--- src/rtl/sonic_v1_15_eth_10g_pa_pg_after_timing_adapter.sv ---
// Avalon-ST timing adapter behind the 10G pause generator: readyLatency 0 in, READY_LATENCY out.
// Optional stall counter enabled by `SONIC_PA_PG_TA_STALL_CNT_EN.
module sonic_v1_15_eth_10g_pa_pg_after_timing_adapter #(
  parameter int unsigned DATA_W        = 2,
  parameter int unsigned READY_LATENCY = 1,
  parameter int unsigned DEPTH         = 4
) (
  input  logic              clk,
  input  logic              reset_n,
  input  logic [DATA_W-1:0] in_data,
  input  logic              in_valid,
  output logic              in_ready,
  output logic [DATA_W-1:0] out_data,
  output logic              out_valid,
  input  logic              out_ready,
  output logic [15:0]       stall_cnt
);

  localparam int unsigned RL    = READY_LATENCY;
  localparam int unsigned PTR_W = (DEPTH > 1) ? $clog2(DEPTH) : 1;
  localparam int unsigned CNT_W = $clog2(DEPTH + 1);

  generate
    if (RL < 1 || RL > 4) begin : g_bad_rl
      $error("READY_LATENCY must be 1..4");
    end
    if (DEPTH < RL + 1 || (DEPTH & (DEPTH - 1)) != 0) begin : g_bad_depth
      $error("DEPTH must be a power of 2 and at least READY_LATENCY+1");
    end
  endgenerate

  logic [RL-1:0]     rdy_pipe;
  logic              rdy_q;
  logic              en_q;
  logic [CNT_W-1:0]  count;
  logic [PTR_W-1:0]  wr_ptr;
  logic [PTR_W-1:0]  rd_ptr;
  logic [DATA_W-1:0] mem [DEPTH];
  logic              push;
  logic              pop;
  logic              empty;
  logic              full;

  // Handshake decode uses registered state only; out_ready never reaches an output combinationally.
  assign rdy_q     = rdy_pipe[RL-1];
  assign empty     = (count == '0);
  assign full      = (count == CNT_W'(DEPTH));
  assign in_ready  = en_q && !full;
  assign out_valid = rdy_q && !empty;
  assign out_data  = empty ? '0 : mem[rd_ptr];
  assign push      = in_valid && in_ready;
  assign pop       = out_valid;

  always_ff @(posedge clk or negedge reset_n) begin
    if (!reset_n) begin
      rdy_pipe <= '0;
      en_q     <= 1'b0;
      count    <= '0;
      wr_ptr   <= '0;
      rd_ptr   <= '0;
    end else begin
      rdy_pipe[0] <= out_ready;
      for (int unsigned i = 1; i < RL; i++) begin
        rdy_pipe[i] <= rdy_pipe[i-1];
      end
      en_q <= 1'b1;
      if (push) wr_ptr <= wr_ptr + PTR_W'(1);
      if (pop)  rd_ptr <= rd_ptr + PTR_W'(1);
      case ({push, pop})
        2'b10:   count <= count + CNT_W'(1);
        2'b01:   count <= count - CNT_W'(1);
        default: count <= count;
      endcase
    end
  end

  // Storage needs no reset: out_data is masked while the FIFO is empty.
  always_ff @(posedge clk) begin
    if (push) mem[wr_ptr] <= in_data;
  end

`ifdef SONIC_PA_PG_TA_STALL_CNT_EN
  logic [15:0] stall_q;

  always_ff @(posedge clk or negedge reset_n) begin
    if (!reset_n) begin
      stall_q <= 16'h0000;
    end else if (in_valid && !in_ready && stall_q != 16'hFFFF) begin
      stall_q <= stall_q + 16'(1);
    end
  end

  assign stall_cnt = stall_q;
`else
  assign stall_cnt = 16'h0000;
`endif

endmodule
--- config.mk ---
export PLATFORM = sky130hd
export DESIGN_NAME = sonic_v1_15_eth_10g_pa_pg_after_timing_adapter
export DESIGN_NICKNAME = d
export VERILOG_FILES = /design/src/rtl/sonic_v1_15_eth_10g_pa_pg_after_timing_adapter.sv
export SDC_FILE = /design/constraint.sdc
export NUM_CORES = 1
export LEC_CHECK = 0
export BUFFER_PORTS_ARGS = -buffer_cell sky130_fd_sc_hd__clkbuf_2
export CAP_MARGIN = 30
export CORE_MARGIN = 5
export CORE_UTILIZATION = 40
export DETAILED_ROUTE_END_ITERATION = 10
export GPL_ROUTABILITY_DRIVEN = 0
export MAX_ROUTING_LAYER = met4
export PLACE_DENSITY = 0.75
export SYNTH_ARGS = -nofsm -noshare
export SYNTH_HDL_FRONTEND = slang
export SYNTH_SLANG_ARGS = --single-unit
export TNS_END_PERCENT = 10
--- constraint.sdc ---
create_clock -name clk -period 4.05 [get_ports clk]
set_input_delay 0.6075 -clock clk [delete_from_list [all_inputs] [get_ports clk]]
set_output_delay 0.6075 -clock clk [all_outputs]
set_load 0.01 [all_outputs]
==> metrics.txt, run 1 <==
antenna viol nets, final 0; post-placement cell area 941 um2; leakage 0.446 nW; top_reg_cell synth dfrtp_1; multi-input logic area 373 um2; Comb pwr share 38.3%; FF+latch count, synth 17; via total after detailed routing 472; Peak supply drop 0.278 mV; clk_lat worst skew 280 ps; status finished clean; sequential area share after synthesis 50.3%; DIE HEIGHT 58.1 um; Synth cell types 21; CTS Root Cell clkbuf_4; Max FO, Critical Path 4; Placed Cells incl. Taps 107; global route total overflow 0; layout cell share with drive strength beyond 1 21.7%; clock share of power 14.4%; CTS Buf Count 3; post-CTS sizing 0; sequential share of power 47.3%; first-pass GRT wire length 1990 um; worst hold-check path type input pin to async pin; post-route cell area 967 um2; most instantiated library cell after synthesis buf_4; Syn Std Cell Area 925 um2; CP Launch Point rd_ptr[0]; io pins 26; DRT Pass-1 Iters 4; Residual DRC 0; # rows 17; clock skew 0.929 ps; Fillers 195; CTS Hold Bufs 0; post-synth top area share 26.0%; PwrDens 617 mW/mm2; Fin Setup TNS 0 ps; ant diodes 0; Pins Over Slew Limit 0; Least-Margin Pin Slew 612 ps; Tcrit/Tclk final 52.7%; core area 0.00221 mm2; die area 0.00337 mm2; FMAX 469 MHz; vias in the first global route 453; Switching Power 210 uW; DP HPWL 970 um; GRT Overall Usage 8.48%; Reg area 465 um2; sw frac 35.3%; final setup fails 0; RSZ-0062 raised after global routing false; Area growth syn-to-layout 4.60%; fraction of registers with async set or reset after synthesis 52.9%; worst r2r src count[0]; antenna violations before repair 0; Slew headroom 58.9%; Post-Syn Instances 71; Post-synth top cells buf_4 (16), dfrtp_1 (9), edfxtp_1 (8), inv_1 (6), ha_1 (5); max cap viols 0; Routed WL 1150 um; number of port buffers 9; nets 96; CTS tree yes; number of flops mapped to enable cells by yosys 8; Crit. End Element primary output; worst endpoint required time 3440 ps; Tmin final 2130 ps; Synth Area per Inst 13.0 um2; Warnings, synthesis 0; DIE WIDTH 58.1 um; synth top area cells edfxtp_1 (26%), dfrtp_1 (24%), buf_4 (13%), ha_1 (6.8%), mux4_2 (4.9%); Reg clk slew, reported paths 90 ps; routed length per instance 10.3 um; Internal 386 uW; critical path class register to primary output; Clock Path Buffers 2; Initial Util 41.8%; Clock Sinks 17; Hold Vio Cnt, Final 0; CP startpoint kind register; Setup Fix Bufs, Post-CTS 0; H-tree Lvls 1; worst path arrival time 1530 ps; Starting DRT DRC Count 9; fin cells 111; largest net degree at the start of global routing 10; post-DR vias/cell 4.25; post-synth top area cell edfxtp_1
-- layout make-up --
| class | count | share of cell area (%) |
|---|---|---|
| multi-input cells | 47 | 38.6 |
| inverters | 6 | 2.33 |
| clock buffers | 4 | 2.72 |
| well taps | 28 | 3.62 |
| repair buffers | 9 | 4.66 |
| flip-flops and latches | 17 | 48.1 |
-- metal layers --
layer	vias up	global-route usage [%]	share of wire, %
li1	221	-	-
met1	229	9.78	39
met2	20	12.4	50
met3	2	2.00	9.5
met4	0	6.95	0.96
met5	-	-	0
-- power by group through the flow --
stage | combinational [mW] | sequential [mW] | clock, mW
after floorplan | 0.195 | 0.274 | 0
after global placement | 0.220 | 0.283 | 0
after detailed placement | 0.231 | 0.287 | 0
after CTS | 0.233 | 0.283 | 0.0901
after global routing | 0.256 | 0.293 | 0.103
final | 0.229 | 0.282 | 0.0861
-- metrics by stage --
stage	hold slack, ps	setup slack [ps]	power, mW	utilization [%]
2_1_floorplan	312	2210	0.468	-
3_3_place_gp	469	2070	0.502	42.5
3_5_place_dp	471	2060	0.518	42.5
4_1_cts	152	1880	0.606	43.7
5_1_grt	144	1820	0.652	43.7
6_report	159	1920	0.597	43.7
-- logic make-up (layout without fill, tap and decap cells) --
kind of cell	Yosys count	after routing	share of synthesized area (%)
AO/OA/AOI/OAI	3	3	3.52
XOR/XNOR	6	6	5.68
adder cells (fa/ha/maj)	6	6	8.93
buffers and inverters	22	19	15.4
flip-flops	17	17	50.3
multiplexers	4	4	7.17
other	2	17	0.812
AND/OR/NAND/NOR	11	11	8.12
-- worst max-delay path: stages (launching register included) --
cell and delay (ps):
dfrtp_1 450, mux4_2 520, nor2b_4 130, clkbuf_2 140
-- registers in the layout, summed over array words and instances, names as in the netlist --
signal / cells
en_q: 1
rdy_pipe: 1
wr_ptr: 2
rd_ptr: 2
count: 3
mem: 8
-- worst paths after layout --
kind	endpoint	slack [ps]	depth (start not counted)
setup / recovery	out_data[0]	1920	3
hold / removal	rd_ptr[1]	160	1
setup reg to reg	count[2]	2180	9
hold reg to reg	rd_ptr[1]	540	1
max in group asynchronous	en_q	3710	1
min in group clk	rdy_pipe	430	1
-- layout by cell type, fill, tap and decap left out, types with 2 or more instances in the layout --
cell,synthesis,final
ha_1,5,5
dfrtp_1,9,9
nand2_1,2,2
edfxtp_1,8,8
xnor2_1,3,3
xor2_1,3,3
clkbuf_4,0,3
clkbuf_2,0,9
nor2b_4,2,2
conb_1,2,17
mux4_2,2,2
inv_1,6,6
and2_1,4,4
(Power assumes the default switching activity.)
==> run 2, diff against run 1 <==
--- a/config.mk
+++ b/config.mk
@@ -12,7 +12,7 @@
 export DETAILED_ROUTE_END_ITERATION = 10
 export GPL_ROUTABILITY_DRIVEN = 0
 export MAX_ROUTING_LAYER = met4
-export PLACE_DENSITY = 0.75
+export PLACE_DENSITY = 0.77
 export SYNTH_ARGS = -nofsm -noshare
 export SYNTH_HDL_FRONTEND = slang
 export SYNTH_SLANG_ARGS = --single-unit
==> constraint.sdc (replaced) <==
create_clock -name clk -period 1.75 [get_ports clk]
set_input_delay 0.2625 -clock clk [delete_from_list [all_inputs] [get_ports clk]]
set_output_delay 0.2625 -clock clk [all_outputs]
set_load 0.01 [all_outputs]
==> metrics.txt, run 2 (synthesis gave the netlist of run 1 again) <==
number of port buffers 9 (unchanged); DP HPWL 969 um (-0.14%); nets 103 (+7.3%); DIE WIDTH 58.1 um (unchanged); vias in the first global route 488 (+7.7%); Initial Util 41.8% (unchanged); ant diodes 0 (unchanged); CTS Buf Count 3 (unchanged); max cap viols 0 (unchanged); Post-Route Hold Slack 78.4 ps (-80.3 ps); final worst setup slack -2.07 ps (-1920 ps); Clock Sinks 17 (unchanged); clk_lat worst skew 280 ps (about the same); worst path arrival time 1970 ps (+440 ps); antenna violations before repair 0 (unchanged); core area 0.00221 mm2 (unchanged); FMAX 571 MHz; Routed WL 1120 um (-2.3%); layout cell share with drive strength beyond 1 30.0% (+8.3 points); GRT Overall Usage 7.94% (-0.54 points); most frequent cells in the layout conb_1 (17), clkbuf_2 (9), dfrtp_1 (8), edfxtp_1 (8); H-tree Lvls 1 (unchanged); Max FO, Critical Path 3 (-1); worst r2r src count[0]; DIE HEIGHT 58.1 um (unchanged); via total after detailed routing 472 (unchanged); slowest CP cell dfrtp_1; Pins Over Slew Limit 0 (unchanged); # rows 17 (unchanged); Residual DRC 0 (unchanged); antenna viol nets, final 0 (unchanged); crit-path max cell delay 440 ps (-80 ps); critical path class register to register; post-DR vias/cell 4.00 (-5.9%); Crit. End Element register; CP startpoint kind register; Tmin final 1750 ps; failing checks negative setup slack; Reg clk slew, reported paths 100 ps (about the same); status finished with violations; worst hold-check path type input pin to register; worst endpoint required time 1970 ps (-1470 ps); Pwr Total 1.45 mW (+140%); die area 0.00337 mm2 (unchanged); worst slack at placement -35.3 ps (-2090 ps); DRT Pass-1 Iters 2 (-2); largest registers mem (8), count (3); Area growth syn-to-layout 11.6%; Tcrit/Tclk final 100%; min-delay src out_ready; routed length per instance 9.50 um (-8.1%); CP delay by family, top adder cells; Starting DRT DRC Count 9 (unchanged); final setup fails 1 (+1); Hold Vio Cnt, Final 0 (unchanged); CTS tree yes; largest net degree at the start of global routing 11 (+1); Peak supply drop 0.747 mV (+170%); RSZ-0062 raised after global routing true; Clock Path Buffers 2 (unchanged); max FFs per register 8 (unchanged); CTS Root Cell clkbuf_4; io pins 26 (unchanged); Fillers 205 (+5.1%); Top reg by flops mem; buffers and inverters on the worst path 2 (+1); first-pass GRT wire length 1970 um (-1.4%); leakage 0.482 nW (+8.1%); CP Launch Point count[0]; clock skew 13.3 ps (+12.4 ps); PwrDens 1410 mW/mm2 (+130%); global route total overflow 0 (unchanged); commonest non-fill, non-tap cell in the layout conb_1; crit-path cells nor2_4, a21oi_4, inv_1, ha_1, inv_1, fa_2, xor2_1, nor2_1, xor2_1
[run 2: changes by cell type in the layout (fill, tap and decap cells not counted), sizes merged]
cell and delta:
clkinv +1, buf +6, dlygate4sd3 +1, clkbuf -1
[run 2: path summary, 6_finish.rpt]
kind,slack (ps),endpoint,depth (start not counted)
min in group asynchronous,350,rd_ptr[1],2
setup reg to reg,-2,count[2],9
max in group asynchronous,1200,wr_ptr[1],2
hold / removal,80,rdy_pipe,1
hold reg to reg,520,rd_ptr[1],1
setup / recovery,-2,count[2],9
[run 2: final cells by class]
| type | instances | area, um2 | share of cell area (%) |
|---|---|---|---|
| flip-flops and latches | 17 | 467 | 45.2 |
| well taps | 28 | 35.0 | 3.39 |
| clock inverters | 1 | 5.00 | 0.485 |
| multi-input cells | 47 | 380 | 36.8 |
| inverters | 6 | 22.5 | 2.18 |
| repair buffers | 16 | 100 | 9.70 |
| clock buffers | 3 | 22.5 | 2.18 |
[run 2: through the flow]
step,utilization (%),std cells,TNS (ps),area (um2)
4_1_cts,46.5,118,-36.9,1030
3_3_place_gp,44.6,113,-5.48,986
6_report,46.7,118,-2.07,1030
3_5_place_dp,44.6,113,-35.3,986
5_1_grt,46.7,118,-307,1030
2_1_floorplan,-,86,-13.8,981
[run 2: worst register-to-register path, stage by stage (launching register included)]
cell,delay [ps]
dfrtp_1,440
nor2_4,160
a21oi_4,70
inv_1,60
ha_1,150
inv_1,60
fa_2,330
xor2_1,140
nor2_1,140
xor2_1,150
[run 2: power by group]
part | leakage (nW) | internal [mW] | switching [mW]
combinational | 0.288 | 0.334 | 0.275
sequential | 0.177 | 0.533 | 0.114
clock | 0.0177 | 0.0847 | 0.110
total | 0.482 | 0.952 | 0.498
[run 2: metal layers]
layer / global-route usage (%) / share of wire (%) / up-vias
li1: - / - / 233
met1: 8.61 / 36 / 221
met2: 13.2 / 54 / 16
met3: 1.56 / 7.8 / 2
met4: 4.97 / 1.4 / 0
met5: - / 0 / -
[run 2: timing repair]
| item | CTS | global route |
|---|---|---|
| buffers inserted | 0 | 0 |
| gates resized for setup | 2 | 1 |
| hold endpoints to repair | 9 | 0 |
| pin swaps | 0 | 2 |
| setup endpoints to repair | 3 | 3 |
| hold buffers | 1 | 0 |
